File: src/rtl/axi_wctrl_pkg.sv
// Shared types for the AXI4 write-channel-to-SRAM controller.
//   wctrl_state_e : controller FSM states
//   axi_burst_e   : AWBURST encodings
//   axi_resp_e    : BRESP encodings
//   wrap_len_ok() : legal WRAP burst lengths (2, 4, 8 or 16 beats)
package axi_wctrl_pkg;

  typedef enum logic [1:0] {
    ST_IDLE = 2'b00,
    ST_DATA = 2'b01,
    ST_RESP = 2'b10
  } wctrl_state_e;

  typedef enum logic [1:0] {
    BURST_FIXED = 2'b00,
    BURST_INCR  = 2'b01,
    BURST_WRAP  = 2'b10,
    BURST_RSVD  = 2'b11
  } axi_burst_e;

  typedef enum logic [1:0] {
    RESP_OKAY   = 2'b00,
    RESP_EXOKAY = 2'b01,
    RESP_SLVERR = 2'b10,
    RESP_DECERR = 2'b11
  } axi_resp_e;

  function automatic logic wrap_len_ok(input logic [7:0] len);
    return (len == 8'd1) || (len == 8'd3) || (len == 8'd7) || (len == 8'd15);
  endfunction

endpackage

File: src/rtl/axi_wctrl_addr_gen.sv
// Next-beat byte address for FIXED / INCR / WRAP bursts (purely combinational).
// Macro AXI_WCTRL_WRAP_EN: when undefined no wrap-mask logic is built and WRAP
// falls back to holding the address (such bursts are rejected upstream anyway).
//   addr      : current beat byte address
//   size      : log2 bytes per beat
//   len       : beats-1
//   burst     : AWBURST encoding
//   next_addr : byte address of the following beat
module axi_wctrl_addr_gen
  import axi_wctrl_pkg::*;
#(
  parameter int unsigned AW = 32
) (
  input  logic [AW-1:0] addr,
  input  logic [2:0]    size,
  input  logic [7:0]    len,
  input  logic [1:0]    burst,
  output logic [AW-1:0] next_addr
);

  logic [AW-1:0] step;
  assign step = AW'(1) << size;

`ifdef AXI_WCTRL_WRAP_EN
  // Wrap window spans the whole burst: (LEN+1) beats of 2^SIZE bytes.
  logic [AW-1:0] mask;
  assign mask = ((AW'(len) + AW'(1)) << size) - AW'(1);
`else
  logic [7:0] unused_len;
  assign unused_len = len;
`endif

  always_comb begin
    next_addr = addr;
    case (burst)
      BURST_INCR: next_addr = addr + step;
`ifdef AXI_WCTRL_WRAP_EN
      BURST_WRAP: next_addr = (addr & ~mask) | ((addr + step) & mask);
`endif
      default:    next_addr = addr;
    endcase
  end

endmodule

File: src/rtl/axi_burst_write_ctrl.sv
// AXI4 write channel to single-port SRAM controller (FIXED/INCR/WRAP, narrow
// transfers, SLVERR). The B response overlaps acceptance of the next AW.
// Macro AXI_WCTRL_WRAP_EN enables WRAP bursts; otherwise WRAP is an AW error.
// Ports:
//   clk, rst                 : clock, async active-high reset
//   AW*                      : write address channel (AWREADY_o out)
//   W*                       : write data channel (WREADY_o out)
//   B*                       : write response channel (BREADY_i in)
//   MEM_CEN_o/WEN_o/A_o/D_o/BE_o : SRAM write port, issued in the W handshake cycle
//   grant_i / valid_o        : SRAM port arbitration
module axi_burst_write_ctrl
  import axi_wctrl_pkg::*;
#(
  parameter int unsigned AXI4_ADDRESS_WIDTH = 32,
  parameter int unsigned AXI4_WDATA_WIDTH   = 64,
  parameter int unsigned AXI4_ID_WIDTH      = 16,
  parameter int unsigned AXI_NUMBYTES       = AXI4_WDATA_WIDTH / 8,
  parameter int unsigned MEM_ADDR_WIDTH     = 13
) (
  input  logic                          clk,
  input  logic                          rst,
  input  logic [AXI4_ID_WIDTH-1:0]      AWID_i,
  input  logic [AXI4_ADDRESS_WIDTH-1:0] AWADDR_i,
  input  logic [7:0]                    AWLEN_i,
  input  logic [2:0]                    AWSIZE_i,
  input  logic [1:0]                    AWBURST_i,
  input  logic                          AWVALID_i,
  output logic                          AWREADY_o,
  input  logic [AXI4_WDATA_WIDTH-1:0]   WDATA_i,
  input  logic [AXI_NUMBYTES-1:0]       WSTRB_i,
  input  logic                          WLAST_i,
  input  logic                          WVALID_i,
  output logic                          WREADY_o,
  output logic [AXI4_ID_WIDTH-1:0]      BID_o,
  output logic [1:0]                    BRESP_o,
  output logic                          BVALID_o,
  input  logic                          BREADY_i,
  output logic                          MEM_CEN_o,
  output logic                          MEM_WEN_o,
  output logic [MEM_ADDR_WIDTH-1:0]     MEM_A_o,
  output logic [AXI4_WDATA_WIDTH-1:0]   MEM_D_o,
  output logic [AXI_NUMBYTES-1:0]       MEM_BE_o,
  input  logic                          grant_i,
  output logic                          valid_o
);

  localparam int unsigned NB_LOG = $clog2(AXI_NUMBYTES);

  wctrl_state_e                  state_q;
  logic [AXI4_ID_WIDTH-1:0]      id_q;
  logic [AXI4_ADDRESS_WIDTH-1:0] addr_q;
  logic [AXI4_ADDRESS_WIDTH-1:0] next_addr;
  logic [7:0]                    len_q;
  logic [2:0]                    size_q;
  logic [1:0]                    burst_q;
  logic                          aw_err_q;
  logic                          last_err_q;
  logic [7:0]                    cnt_q;
  logic [AXI4_ID_WIDTH-1:0]      bid_q;
  logic [1:0]                    bresp_q;

  logic aw_err;
  logic aw_hs;
  logic w_hs;
  logic mem_hs;
  logic beat_last;
  logic last_mismatch;

  // AW legality check, evaluated on the incoming request.
  always_comb begin
    aw_err = 1'b0;
    if (AWSIZE_i > 3'(NB_LOG)) aw_err = 1'b1;
    if (AWBURST_i == BURST_RSVD) aw_err = 1'b1;
`ifdef AXI_WCTRL_WRAP_EN
    if ((AWBURST_i == BURST_WRAP) && !wrap_len_ok(AWLEN_i)) aw_err = 1'b1;
`else
    if (AWBURST_i == BURST_WRAP) aw_err = 1'b1;
`endif
  end

  // AW is taken in IDLE, or in RESP together with the B handshake.
  assign AWREADY_o = ~rst & ((state_q == ST_IDLE) | ((state_q == ST_RESP) & BREADY_i));
  // Errored bursts drain W without arbitrating for the SRAM.
  assign WREADY_o  = (state_q == ST_DATA) & (aw_err_q | grant_i);
  assign valid_o   = (state_q == ST_DATA) & ~aw_err_q & WVALID_i;
  assign BVALID_o  = (state_q == ST_RESP);
  assign BID_o     = bid_q;
  assign BRESP_o   = bresp_q;

  assign aw_hs         = AWVALID_i & AWREADY_o;
  assign w_hs          = WVALID_i & WREADY_o;
  assign mem_hs        = w_hs & ~aw_err_q;
  assign beat_last     = (cnt_q == len_q);
  assign last_mismatch = (WLAST_i != beat_last);

  assign MEM_CEN_o = ~mem_hs;
  assign MEM_WEN_o = ~mem_hs;
  assign MEM_A_o   = addr_q[MEM_ADDR_WIDTH+NB_LOG-1:NB_LOG];
  assign MEM_D_o   = WDATA_i;
  assign MEM_BE_o  = WSTRB_i;

  axi_wctrl_addr_gen #(
    .AW(AXI4_ADDRESS_WIDTH)
  ) u_addr_gen (
    .addr      (addr_q),
    .size      (size_q),
    .len       (len_q),
    .burst     (burst_q),
    .next_addr (next_addr)
  );

  // FSM and burst context; a burst in flight at reset is simply dropped.
  always_ff @(posedge clk or posedge rst) begin
    if (rst) begin
      state_q    <= ST_IDLE;
      id_q       <= '0;
      addr_q     <= '0;
      len_q      <= '0;
      size_q     <= '0;
      burst_q    <= '0;
      aw_err_q   <= 1'b0;
      last_err_q <= 1'b0;
      cnt_q      <= '0;
      bid_q      <= '0;
      bresp_q    <= RESP_OKAY;
    end else begin
      if (aw_hs) begin
        id_q       <= AWID_i;
        addr_q     <= AWADDR_i;
        len_q      <= AWLEN_i;
        size_q     <= AWSIZE_i;
        burst_q    <= AWBURST_i;
        aw_err_q   <= aw_err;
        last_err_q <= 1'b0;
        cnt_q      <= '0;
      end
      case (state_q)
        ST_IDLE: begin
          if (aw_hs) state_q <= ST_DATA;
        end
        ST_DATA: begin
          if (w_hs) begin
            cnt_q  <= cnt_q + 8'd1;
            addr_q <= next_addr;
            if (last_mismatch) last_err_q <= 1'b1;
            // Beat count, not WLAST, terminates the burst.
            if (beat_last) begin
              state_q <= ST_RESP;
              bid_q   <= id_q;
              bresp_q <= (aw_err_q | last_err_q | last_mismatch) ? RESP_SLVERR : RESP_OKAY;
            end
          end
        end
        ST_RESP: begin
          if (BREADY_i) state_q <= aw_hs ? ST_DATA : ST_IDLE;
        end
        default: state_q <= ST_IDLE;
      endcase
    end
  end

endmodule

File: config.mk
export PLATFORM = sky130hd
export DESIGN_NAME = axi_burst_write_ctrl
export DESIGN_NICKNAME = d
export VERILOG_FILES = /design/src/rtl/axi_wctrl_pkg.sv /design/src/rtl/axi_wctrl_addr_gen.sv /design/src/rtl/axi_burst_write_ctrl.sv
export SDC_FILE = /design/constraint.sdc
export NUM_CORES = 1
export LEC_CHECK = 0
export ABC_AREA = 1
export ABC_CLOCK_PERIOD_IN_PS = 5280
export BUFFER_PORTS_ARGS = -buffer_cell sky130_fd_sc_hd__clkbuf_2
export CAP_MARGIN = 20
export CORE_UTILIZATION = 50
export DETAILED_ROUTE_END_ITERATION = 12
export GPL_TIMING_DRIVEN = 0
export PLACE_DENSITY = 0.95
export SLEW_MARGIN = 20
export SYNTH_ARGS = -nofsm -noshare
export SYNTH_HDL_FRONTEND = slang
export SYNTH_SLANG_ARGS = --single-unit
export TNS_END_PERCENT = 100
File: constraint.sdc
create_clock -name clk -period 5.28 [get_ports clk]
set_clock_uncertainty 0.2 [all_clocks]
set_input_delay 0.792 -clock clk [delete_from_list [all_inputs] [get_ports clk]]
set_output_delay 0.792 -clock clk [all_outputs]
set_load 0.01 [all_outputs]
# Word-level counts from Yosys, hierarchy flattened
# Index checks and enable logic that the tools add are counted.
# classes
bitwise,15
mux,21
mul,0
magnitude_cmp,1
add_sub_neg,2
div,0
shifts,1
n_eq_ne,12
reduce_logical,3
# ops
cell,n
$mux W32,4
$add A32 B32 Y32,1
$shl A1 B3 Y32 const A,1
$mux W8,3
$mux W2,5
$add A8 B1 Y8 const B,1
$and A1 B1 Y1,8
$eq A8 B8 Y1,1
$mux W1,8
$eq A2 B2 Y1 const B,3
$ne A2 B2 Y1 const B,3
$pmux W2 S3,1
$eq A2 B1 Y1 const B,2
$or A1 B1 Y1,4
$reduce_and A4 Y1,1
$gt A3 B2 Y1 const B,1
$ne A3 B2 Y1 const B,1
$not A1 Y1,3
$reduce_and A3 Y1,1
$logic_not A2 Y1,1
$ne A2 B1 Y1 const B,1
$ne A1 B1 Y1,1
# word_totals
regBits,91
ram_bits,0
output_inout_bits,109
memories,0
latchBits,0
mem_bits_ro,0
in_bits,140
wordCells,66

# Longest topological paths before layout
# Gate-level depths: netlist of run 1.
# logic_depth
ltp_word,9
depth_mapped,13
mapped_depth_nobuf,13

# Modules after synthesis
# From an unflattened synthesis of run 1, not the netlist that was laid out.
# unflattened
hier_cells,866
hier_area_um2,6198.4
# by_module_without_submodules
mod,seq_area_each_um2,cells_each,instances,area_per_inst_um2
axi_burst_write_ctrl,2252.2,548,1,4628.2
axi_wctrl_addr_gen,0.0,318,1,1570.3

# Worst setup path before layout of run 1
# Ideal clock, no wire load.
# synth_timing
kind,input-to-output
start,in grant_i
end,out MEM_WEN_o
path_stages,7
t_arrival_ns,1.632
path_buffers,2
path_slack_ns,2.656
t_required_ns,4.288
path_cell_list,nor2_1 nor2_4 nand2_4 inv_4 buf_2 nand2_1 buf_4
# synth_between
elab_chain_len,5
# synth_lines
item,line_no,rtl
from (decl),axi_burst_write_ctrl.sv:43,"input logic grant_i,"
$or A1 B1 Y1,axi_burst_write_ctrl.sv:84,assign WREADY_o = (state_q == ST_DATA) & (aw_err_q | grant_i);
$and A1 B1 Y1,axi_burst_write_ctrl.sv:84,
named net WREADY_o,axi_burst_write_ctrl.sv:33,"output logic WREADY_o,"
$and A1 B1 Y1,axi_burst_write_ctrl.sv:91,assign w_hs = WVALID_i & WREADY_o;
$and A1 B1 Y1,axi_burst_write_ctrl.sv:92,assign mem_hs = w_hs & ~aw_err_q;
$not A1 Y1,--,
to (decl),axi_burst_write_ctrl.sv:39,"output logic MEM_WEN_o,"
# The timed path passes the listed nets, and every way through them passes these cells.

# Worst setup path after layout of run 1
# layout_timing
start,in grant_i
end,out MEM_WEN_o
# layout_between
elab_chain_len,5
# layout_lines
item,line_no,rtl
$or A1 B1 Y1,axi_burst_write_ctrl.sv:84,
$and A1 B1 Y1,axi_burst_write_ctrl.sv:84,
$and A1 B1 Y1,axi_burst_write_ctrl.sv:91,
$and A1 B1 Y1,axi_burst_write_ctrl.sv:92,
$not A1 Y1,axi_burst_write_ctrl.sv:97,assign MEM_WEN_o = ~mem_hs;
# Every way passes these cells.

==> impl_results.html, run 1 <==
<table>
<tr><th>Metric</th><th>Value</th></tr>
<tr><th colspan="2">Die</th></tr>
<tr><td>Height of the die</td><td>99.2 microns</td></tr>
<tr><td>I/O pin total</td><td>249</td></tr>
<tr><td>Die Outline Area</td><td>9830 sq um</td></tr>
<tr><td>Core region area</td><td>9200 sq um</td></tr>
<tr><td>Placement row count</td><td>35</td></tr>
<tr><td>Initial standard-cell utilization of the core</td><td>51.3%</td></tr>
<tr><td>Width of the die</td><td>99.2 microns</td></tr>
<tr><th colspan="2">Worst setup path</th></tr>
<tr><td>Reg-to-reg critical path startpoint</td><td>size_q[0]</td></tr>
<tr><td>Crit path kind</td><td>in -&gt; out</td></tr>
<tr><td>Data arrival time at the worst-slack endpoint</td><td>1930 ps</td></tr>
<tr><td>Critical path's most frequent cell</td><td>clkbuf_2</td></tr>
<tr><td>Maximum cell stage delay along the critical path</td><td>240 ps</td></tr>
<tr><td>Required time worst endpoint</td><td>4290 ps</td></tr>
<tr><td>Slowest library cell on the worst path</td><td>buf_2</td></tr>
<tr><td>Category of cells accounting for the largest share of critical-path delay</td><td>buffers and inverters</td></tr>
<tr><td>Buffering stage count on the worst path with inverters included</td><td>5</td></tr>
<tr><td>Type of element launching the critical path</td><td>input pin</td></tr>
<tr><td>Maximum fanout along the worst path</td><td>10</td></tr>
<tr><td>Capturing element type of the critical path</td><td>primary output</td></tr>
<tr><td>Sequence of cells on the critical path</td><td>clkbuf_2, nor2_1, nor2_4, nand2_4, inv_4, buf_2, nand2_1, buf_4, clkbuf_2</td></tr>
<tr><td>Worst setup path start</td><td>grant_i</td></tr>
<tr><th colspan="2">STA</th></tr>
<tr><td>Max Freq</td><td>342 MHz</td></tr>
<tr><td>Final Cycle Share</td><td>55.4%</td></tr>
<tr><td>Setup repair after global routing missed its margin</td><td>false</td></tr>
<tr><td>Setup-failing EPs final</td><td>0</td></tr>
<tr><td>Min cycle time layout</td><td>2920 ps</td></tr>
<tr><td>Tightest Pin Transition</td><td>561 ps</td></tr>
<tr><td>Hold Fails Final Rpt</td><td>0</td></tr>
<tr><td>Count of final max-slew check failures</td><td>0</td></tr>
<tr><td>Final Worst Setup Slack</td><td>2360 ps</td></tr>
<tr><td>Worst hold slack across all endpoints</td><td>142 ps</td></tr>
<tr><td>Post-Route Setup TNS</td><td>0 ps</td></tr>
<tr><td>Worst slew margin relative to its limit</td><td>62.6%</td></tr>
<tr><th colspan="2">Routing</th></tr>
<tr><td>Vias per Instance</td><td>4.93</td></tr>
<tr><td>Sum of routed wire length over all layers</td><td>11600 microns</td></tr>
<tr><td>Post-route DRC violation count</td><td>0</td></tr>
<tr><td>Routed WL per cell</td><td>12.6 microns</td></tr>
<tr><td>Routed Antenna Nets</td><td>0</td></tr>
<tr><td>Iteration count of the initial detailed-routing pass</td><td>5</td></tr>
<tr><td>Vias</td><td>4531</td></tr>
<tr><td>First-iteration detailed-routing DRC count</td><td>318</td></tr>
<tr><th colspan="2">Synth</th></tr>
<tr><td>Total number of yosys warnings</td><td>0</td></tr>
<tr><td>Net count of the mapped netlist</td><td>782</td></tr>
<tr><td>Number of instances in the synthesized netlist</td><td>632</td></tr>
<tr><td>Synthesized area</td><td>4720 sq um</td></tr>
<tr><td>Netlist cell types</td><td>38</td></tr>
<tr><td>Number of enable-type register cells in the synthesized netlist</td><td>0</td></tr>
<tr><td>Sequential cell area fraction in the yosys report</td><td>39.2%</td></tr>
<tr><td>Area fraction of the dominant cell type after synthesis</td><td>39.2%</td></tr>
<tr><td>Top cells by area, synth</td><td>dfrtp_1 (39%), nand2_1 (17%), buf_4 (14%), inv_1 (3.9%), o21ai_0 (3.7%)</td></tr>
<tr><td>Post-synthesis register bit count</td><td>74</td></tr>
<tr><td>Share of async-settable or async-resettable flops after synthesis</td><td>100%</td></tr>
<tr><td>Library cell occupying the most area in the post-synthesis netlist</td><td>dfrtp_1</td></tr>
<tr><td>Top_reg_cell synth</td><td>dfrtp_1</td></tr>
<tr><td>Mapped Avg Cell Area</td><td>7.47 sq um</td></tr>
<tr><th colspan="2">Clock network</th></tr>
<tr><td>CTS tree</td><td>yes</td></tr>
<tr><td>Buffers inserted by post-CTS timing repair</td><td>0</td></tr>
<tr><td>Cts bufs inserted</td><td>9</td></tr>
<tr><td>Number of buffers inserted for hold repair after clock tree synthesis</td><td>0</td></tr>
<tr><td>Post-cts sizing count</td><td>0</td></tr>
<tr><td>Max clock buf depth</td><td>2</td></tr>
<tr><td>Number of levels the H-tree was split into</td><td>3</td></tr>
<tr><td>Worst-skew pair later-pin latency</td><td>370 ps</td></tr>
<tr><td>Clk Tree Root Cell</td><td>clkbuf_8</td></tr>
<tr><td>Total clock sinks</td><td>74</td></tr>
<tr><td>Register clock-pin slew on the reported worst setup and hold paths</td><td>90 ps</td></tr>
<tr><th colspan="2">Global routing</th></tr>
<tr><td>Number of antenna violations at the first check in global routing</td><td>0</td></tr>
<tr><td>Largest net degree at the start of global routing</td><td>62</td></tr>
<tr><td>Vias in the first global route</td><td>4072</td></tr>
<tr><td>Global-route wire length before repair</td><td>18400 microns</td></tr>
<tr><td>Global-route usage over all layers</td><td>23.8%</td></tr>
<tr><td>Sum of overflow across all layers after global routing</td><td>0</td></tr>
<tr><th colspan="2">Cells and area</th></tr>
<tr><td>Cell area after layout</td><td>5890 sq um</td></tr>
<tr><td>Layout area overhead</td><td>24.9%</td></tr>
<tr><td>Final-stage net count</td><td>953</td></tr>
<tr><td>Combined flip-flop and latch cell area</td><td>1850 sq um</td></tr>
<tr><td>Ant diodes</td><td>0</td></tr>
<tr><td>Footprint of the multi-input gates</td><td>1900 sq um</td></tr>
<tr><td>Fraction of the core area covered by cells at the end of the flow</td><td>64.1%</td></tr>
<tr><td>Layout cells sized above 1</td><td>37.1%</td></tr>
<tr><td>Number of filler cells placed in the layout</td><td>807</td></tr>
<tr><td>Post-route non-filler standard cell count</td><td>919</td></tr>
<tr><th colspan="2">Place</th></tr>
<tr><td>Cell area after placement</td><td>5680 sq um</td></tr>
<tr><td>Setup slack after placement</td><td>2380 ps</td></tr>
<tr><td>Cells after DPL</td><td>903</td></tr>
<tr><td>Number of buffers added on ports</td><td>159</td></tr>
<tr><td>Gp weighted congestion</td><td>0.914</td></tr>
<tr><td>Half-perimeter wire length of the detailed placement result</td><td>8990 microns</td></tr>
<tr><th colspan="2">Hold path</th></tr>
<tr><td>Tightest Hold Check Type</td><td>in -&gt; async</td></tr>
<tr><th colspan="2">Power</th></tr>
<tr><td>Static Leakage</td><td>3.43 nW</td></tr>
<tr><td>Total power density per cell area</td><td>481 nW/um^2</td></tr>
<tr><td>Peak supply drop</td><td>0.300 mV</td></tr>
<tr><td>Overall power consumption</td><td>2.83 mW</td></tr>
<tr><th colspan="2">Run</th></tr>
<tr><td>Max capacitance violation total</td><td>0</td></tr>
<tr><th colspan="2">Status</th></tr>
<tr><td>Run status</td><td>complete, no violations</td></tr>
</table>
cell type report:
cell class | instances | share of cell area, %
multi-input cells | 401 | 32.3
clock inverters | 7 | 1.44
clock buffers | 9 | 2.10
flip-flops and latches | 74 | 31.4
repair buffers | 160 | 14.0
plain buffers | 104 | 13.0
well taps | 111 | 2.36
inverters | 53 | 3.46
metal layers:
metal	share of wire (%)	wire, microns	GRT usage (%)	vias to the layer above
met4	2.0	238	8.48	0
li1	-	-	-	2247
met2	50	5860	41.2	204
met3	7.2	840	4.71	19
met1	40	4680	29.7	2061
met5	0	0	0	-
logic make-up (layout without fill, tap and decap cells):
family          Yosys count  count (layout)  synth area share [%]
simple gates            316             316                  28.4
buf+inv                 157             333                  20.5
flops                    74              74                  39.2
compound gates           65              65                  7.32
fa+ha+maj                10              10                  2.81
xor+xnor                  9               9                  1.67
other cells               1               1                0.0795
sequential cells by signal (all words and copies together) (netlist names):
name	flops
last_err_q	1
addr_q	16
burst_q	2
len_q	8
size_q	3
id_q	16
BID_o	16
BRESP_o	1
aw_err_q	1
cnt_q	8
state_q	2
cells in the mapped netlist (all sizes together) (4+ instances only):
cell type,count
dfrtp,74
nand4,6
o21ai,40
nand3,30
nand2,216
buf,101
or2,7
o22ai,4
inv,53
nor2,40
a21oi,15
xnor2,6
ha,9
nor3,12
path summary, 6_finish.rpt:
| kind | endpoint | slack [ps] | depth (start not counted) |
|---|---|---|---|
| setup / recovery | MEM_WEN_o | 2360 | 9 |
| setup reg to reg | addr_q[8] | 2880 | 10 |
| max in group asynchronous | id_q[0] | 4200 | 3 |
| hold reg to reg | last_err_q | 280 | 2 |
| hold / removal | addr_q[13] | 140 | 2 |
| min in group clk | last_err_q | 280 | 2 |
power breakdown:
group / internal (mW) / switching [mW]
sequential: 0.793 / 0.201
combinational: 0.573 / 0.799
clock: 0.227 / 0.240
cells in the final DEF (no fill, tap or decap), types with 7 or more instances in the layout:
master    Yosys  routed
nor3_1       12      12
a21oi_1      15      15
o21ai_0      35      35
nor2_1       36      36
nand2_1     211     211
inv_1        49      48
clkbuf_2      1     160
ha_1          9       9
buf_4        91      91
dfrtp_1      74      74
clkbuf_8      0       9
buf_2         7       7
nand3_1      29      29
Note: power is estimated with default switching activity, not from simulation.
==> inputs of run 2 (changes only) <==
--- a/config.mk
+++ b/config.mk
@@ -5,14 +5,14 @@
 export SDC_FILE = /design/constraint.sdc
 export NUM_CORES = 1
 export LEC_CHECK = 0
-export ABC_AREA = 1
-export ABC_CLOCK_PERIOD_IN_PS = 5280
+export ABC_AREA = 0
+export ABC_CLOCK_PERIOD_IN_PS = 2900
 export BUFFER_PORTS_ARGS = -buffer_cell sky130_fd_sc_hd__clkbuf_2
 export CAP_MARGIN = 20
-export CORE_UTILIZATION = 50
+export CORE_UTILIZATION = 45
 export DETAILED_ROUTE_END_ITERATION = 12
 export GPL_TIMING_DRIVEN = 0
-export PLACE_DENSITY = 0.95
+export PLACE_DENSITY = 0.91
 export SLEW_MARGIN = 20
 export SYNTH_ARGS = -nofsm -noshare
 export SYNTH_HDL_FRONTEND = slang
==> constraint.sdc (replaced) <==
create_clock -name clk -period 2.9 [get_ports clk]
set_clock_uncertainty 0.2 [all_clocks]
set_input_delay 0.435 -clock clk [delete_from_list [all_inputs] [get_ports clk]]
set_output_delay 0.435 -clock clk [all_outputs]
set_load 0.01 [all_outputs]
==> run 2 against run 1 <==
Sequential cell count did not move; sequential share of layout area rose by 1.6 points; sequential power rose by 77%; first-iteration DRC count fell by 54%; area after synthesis fell by 6.9%; critical path depth did not move; routed wire length fell by 1.2%; critical endpoint is now addr_q[10]; largest power group unchanged.
==> impl_results.html, run 2 <==
<table>
<tr><th>Metric</th><th>Value</th></tr>
<tr><th colspan="2">Power</th></tr>
<tr><td>Peak supply drop</td><td>0.456 mV (+52%)</td></tr>
<tr><td>Total power density per cell area</td><td>839 nW/um^2 (+74%)</td></tr>
<tr><td>Static Leakage</td><td>3.04 nW (-11%)</td></tr>
<tr><td>Cell-internal power</td><td>2.77 mW (+74%)</td></tr>
<tr><td>Switching power summed over all nets</td><td>1.93 mW (+56%)</td></tr>
<tr><td>Power share of the combinational group</td><td>46.7% (-1.7 points)</td></tr>
<tr><td>Net Sw Frac</td><td>41.1% (-2.7 points)</td></tr>
<tr><td>Overall power consumption</td><td>4.70 mW (+66%)</td></tr>
<tr><td>Clock network fraction of design power</td><td>15.8% (-0.7 points)</td></tr>
<tr><td>Share of power burned in registers</td><td>37.5% (+2.4 points)</td></tr>
<tr><th colspan="2">STA</th></tr>
<tr><td>Max Freq</td><td>365 MHz</td></tr>
<tr><td>Hold Fails Final Rpt</td><td>0 (unchanged)</td></tr>
<tr><td>Setup repair after global routing missed its margin</td><td>true</td></tr>
<tr><td>Min cycle time layout</td><td>2740 ps</td></tr>
<tr><td>Worst slew margin relative to its limit</td><td>42.5% (-20 points)</td></tr>
<tr><td>Tightest Pin Transition</td><td>856 ps (+295 ps)</td></tr>
<tr><td>Final Worst Setup Slack</td><td>159 ps (-2200 ps)</td></tr>
<tr><td>Setup-failing EPs final</td><td>0 (unchanged)</td></tr>
<tr><td>Count of final max-slew check failures</td><td>0 (unchanged)</td></tr>
<tr><td>Worst hold slack across all endpoints</td><td>75.3 ps (-66.9 ps)</td></tr>
<tr><td>Final Cycle Share</td><td>94.5%</td></tr>
<tr><th colspan="2">Routing</th></tr>
<tr><td>Vias per Instance</td><td>4.97 (+0.84%)</td></tr>
<tr><td>Iteration count of the initial detailed-routing pass</td><td>6 (+1)</td></tr>
<tr><td>Routed Antenna Nets</td><td>0 (unchanged)</td></tr>
<tr><td>Post-route DRC violation count</td><td>0 (unchanged)</td></tr>
<tr><td>First-iteration detailed-routing DRC count</td><td>145 (-54%)</td></tr>
<tr><td>Vias</td><td>3878 (-14%)</td></tr>
<tr><td>Sum of routed wire length over all layers</td><td>11500 microns (-1.2%)</td></tr>
<tr><td>Routed WL per cell</td><td>14.7 microns (+16%)</td></tr>
<tr><th colspan="2">Synth</th></tr>
<tr><td>Net count of the mapped netlist</td><td>622 (-20%)</td></tr>
<tr><td>Sequential cell area fraction in the yosys report</td><td>42.1% (+2.9 points)</td></tr>
<tr><td>Synthesized area</td><td>4390 sq um (-6.9%)</td></tr>
<tr><td>Top cells by area, synth</td><td>dfrtp_1 (42%), buf_4 (15%), nand2_1 (9.1%), mux2_2 (4.4%), ha_1 (2.6%)</td></tr>
<tr><td>Area fraction of the dominant cell type after synthesis</td><td>42.1% (+2.9 points)</td></tr>
<tr><td>Most common cell in the synthesized netlist</td><td>nand2_1</td></tr>
<tr><td>List of most frequent post-synthesis cells</td><td>nand2_1 (107), buf_4 (89), dfrtp_1 (74)</td></tr>
<tr><td>Mapped Avg Cell Area</td><td>9.31 sq um (+25%)</td></tr>
<tr><td>Number of enable-type register cells in the synthesized netlist</td><td>0 (unchanged)</td></tr>
<tr><td>Share of async-settable or async-resettable flops after synthesis</td><td>100% (unchanged)</td></tr>
<tr><td>Netlist cell types</td><td>55 (+45%)</td></tr>
<tr><td>Number of instances in the synthesized netlist</td><td>472 (-25%)</td></tr>
<tr><td>Total number of yosys warnings</td><td>0 (unchanged)</td></tr>
<tr><td>Top_reg_cell synth</td><td>dfrtp_1</td></tr>
<tr><td>Post-synthesis register bit count</td><td>74 (unchanged)</td></tr>
<tr><td>Library cell occupying the most area in the post-synthesis netlist</td><td>dfrtp_1</td></tr>
<tr><th colspan="2">Global routing</th></tr>
<tr><td>Global-route usage over all layers</td><td>22.5% (-1.2 points)</td></tr>
<tr><td>Number of antenna violations at the first check in global routing</td><td>0 (unchanged)</td></tr>
<tr><td>Sum of overflow across all layers after global routing</td><td>0 (unchanged)</td></tr>
<tr><td>Global-route wire length before repair</td><td>17800 microns (-3.3%)</td></tr>
<tr><td>Vias in the first global route</td><td>3860 (-5.2%)</td></tr>
<tr><td>Largest net degree at the start of global routing</td><td>33 (-47%)</td></tr>
<tr><th colspan="2">Hold path</th></tr>
<tr><td>Tightest Hold Check Type</td><td>in -&gt; reg</td></tr>
<tr><td>Cells on Worst Hold Path</td><td>3</td></tr>
<tr><th colspan="2">Run</th></tr>
<tr><td>Max capacitance violation total</td><td>0 (unchanged)</td></tr>
<tr><th colspan="2">Cells and area</th></tr>
<tr><td>Layout area overhead</td><td>27.5%</td></tr>
<tr><td>Leading cell types in the layout, fill and taps excluded</td><td>clkbuf_2 (160), nand2_1 (107), buf_4 (89)</td></tr>
<tr><td>Post-route non-filler standard cell count</td><td>780 (-15%)</td></tr>
<tr><td>Leading cell type in the layout, fill and taps excluded</td><td>clkbuf_2</td></tr>
<tr><td>Number of filler cells placed in the layout</td><td>824 (+2.1%)</td></tr>
<tr><td>Final-stage net count</td><td>796 (-16%)</td></tr>
<tr><td>Ant diodes</td><td>0 (unchanged)</td></tr>
<tr><td>Footprint of the multi-input gates</td><td>1780 sq um (-6.3%)</td></tr>
<tr><td>Layout cells sized above 1</td><td>45.9% (+8.8 points)</td></tr>
<tr><td>Combined flip-flop and latch cell area</td><td>1850 sq um (unchanged)</td></tr>
<tr><th colspan="2">Clock network</th></tr>
<tr><td>Cts bufs inserted</td><td>9 (unchanged)</td></tr>
<tr><td>Register clock-pin slew on the reported worst setup and hold paths</td><td>90 ps (about the same)</td></tr>
<tr><td>Clk Tree Root Cell</td><td>clkbuf_8</td></tr>
<tr><td>Total clock sinks</td><td>74 (unchanged)</td></tr>
<tr><td>Max clock buf depth</td><td>2 (unchanged)</td></tr>
<tr><td>CTS tree</td><td>yes</td></tr>
<tr><td>Worst-skew pair later-pin latency</td><td>340 ps (-30 ps)</td></tr>
<tr><td>Number of levels the H-tree was split into</td><td>3 (unchanged)</td></tr>
<tr><th colspan="2">Place</th></tr>
<tr><td>Setup slack after placement</td><td>117 ps (-2260 ps)</td></tr>
<tr><td>Cells after DPL</td><td>762 (-16%)</td></tr>
<tr><td>Gp weighted congestion</td><td>0.907 (-0.82%)</td></tr>
<tr><td>Half-perimeter wire length of the detailed placement result</td><td>8990 microns (about the same)</td></tr>
<tr><td>Number of buffers added on ports</td><td>159 (unchanged)</td></tr>
<tr><th colspan="2">Worst setup path</th></tr>
<tr><td>Data arrival time at the worst-slack endpoint</td><td>2760 ps (+830 ps)</td></tr>
<tr><td>Capturing element type of the critical path</td><td>flip-flop</td></tr>
<tr><td>Count of cells along the worst register-to-register path</td><td>9 (-1)</td></tr>
<tr><td>Crit path kind</td><td>reg -&gt; reg</td></tr>
<tr><td>Required time worst endpoint</td><td>2920 ps (-1370 ps)</td></tr>
<tr><td>Maximum fanout along the worst path</td><td>9 (-1)</td></tr>
<tr><td>Type of element launching the critical path</td><td>flip-flop</td></tr>
<tr><th colspan="2">Die</th></tr>
<tr><td>Core region area</td><td>9330 sq um (+1.4%)</td></tr>
<tr><td>Height of the die</td><td>101 microns (+1.7%)</td></tr>
<tr><td>Width of the die</td><td>101 microns (+1.7%)</td></tr>
<tr><td>Die Outline Area</td><td>10200 sq um (+3.4%)</td></tr>
<tr><td>I/O pin total</td><td>249 (unchanged)</td></tr>
<tr><td>Initial standard-cell utilization of the core</td><td>47.1% (-4.2 points)</td></tr>
<tr><td>Placement row count</td><td>35 (unchanged)</td></tr>
<tr><th colspan="2">Status</th></tr>
<tr><td>Run status</td><td>complete, no violations</td></tr>
</table>
run 2: cell types whose count changed in the layout (fill, tap and decap cells not counted), moves of 5 or more:
| cell | before | now |
|---|---|---|
| o22ai_1 | 4 | 10 |
| inv_1 | 48 | 6 |
| or2_2 | 6 | 0 |
| o21ai_1 | 5 | 0 |
| clkbuf_1 | 2 | 9 |
| nor3_1 | 12 | 5 |
| nor2_1 | 36 | 22 |
| nand3_1 | 29 | 6 |
| o21ai_0 | 35 | 9 |
| nand2_1 | 211 | 107 |
| mux2i_1 | 0 | 6 |
| mux2_2 | 0 | 17 |
run 2: cells by family (layout without fill, tap and decap cells):
family	count (synthesis)	in the layout	share of synthesized area [%]
AO/OA/AOI/OAI	65	65	10.6
XOR/XNOR	16	16	3.19
adder cells (fa/ha/maj)	10	10	3.02
buffers and inverters	113	292	17.5
flip-flops	74	74	42.1
multiplexers	23	23	5.72
other	1	1	0.0853
AND/OR/NAND/NOR	170	170	17.7
run 2: path summary, 6_finish.rpt:
path                       startpoint         end  slack (ps)
max                         size_q[1]  addr_q[10]         160
max reg2reg                 size_q[1]  addr_q[10]         160
min in group asynchronous         rst     id_q[2]         470
min                         AWID_i[7]     id_q[7]          80
min reg2reg                   id_q[2]     id_q[2]         280
max in group asynchronous         rst   addr_q[9]         820
run 2: power groups by stage:
stage	clock [mW]	sequential (mW)	combinational, mW
2_1_floorplan	0	1.71	1.56
3_3_place_gp	0	1.75	2.07
3_5_place_dp	0	1.78	2.17
4_1_cts	0.765	1.75	2.18
5_1_grt	0.802	1.81	2.42
6_report	0.743	1.76	2.20
run 2: stage by stage:
step,setup TNS [ps],area [sq um],util (%)
3_5_place_dp,0,5400,57.8
2_1_floorplan,0,4400,-
6_report,0,5600,60.1
3_3_place_gp,-38770,5360,57.4
4_1_cts,0,5590,60.0
5_1_grt,0,5600,60.1
run 2: what timing repair did:
action | CTS | global route
endpoints found under the setup margin | 0 | 2
hold endpoints to repair | 16 | 0
buffers inserted | 0 | 0
resized for setup | 0 | 2
hold buffers | 2 | 0
run 2: worst max-delay path, stage by stage (launching register included):
cell and delay (ps):
dfrtp_1 340, clkbuf_1 310, and3b_1 230, ha_1 270, clkbuf_1 190, nor4_1 470, a21oi_1 110, and2_1 220
a211oi_2 220, a311oi_2 70
run 2: routing by layer:
metal / vias up / part of all wire [%] / GRT usage (%)
li1: 1853 / - / -
met1: 1825 / 40 / 25.5
met2: 184 / 52 / 41.3
met3: 16 / 7.3 / 4.23
met4: 0 / 1.4 / 9.81
met5: - / 0 / 0
run 2: cell type report:
type	count	area share, %
plain buffers	106	13.3
clock buffers	10	2.46
clock inverters	6	0.737
inverters	7	0.536
multi-input cells	285	31.8
flip-flops and latches	74	33.0
well taps	129	2.88
repair buffers	163	15.3
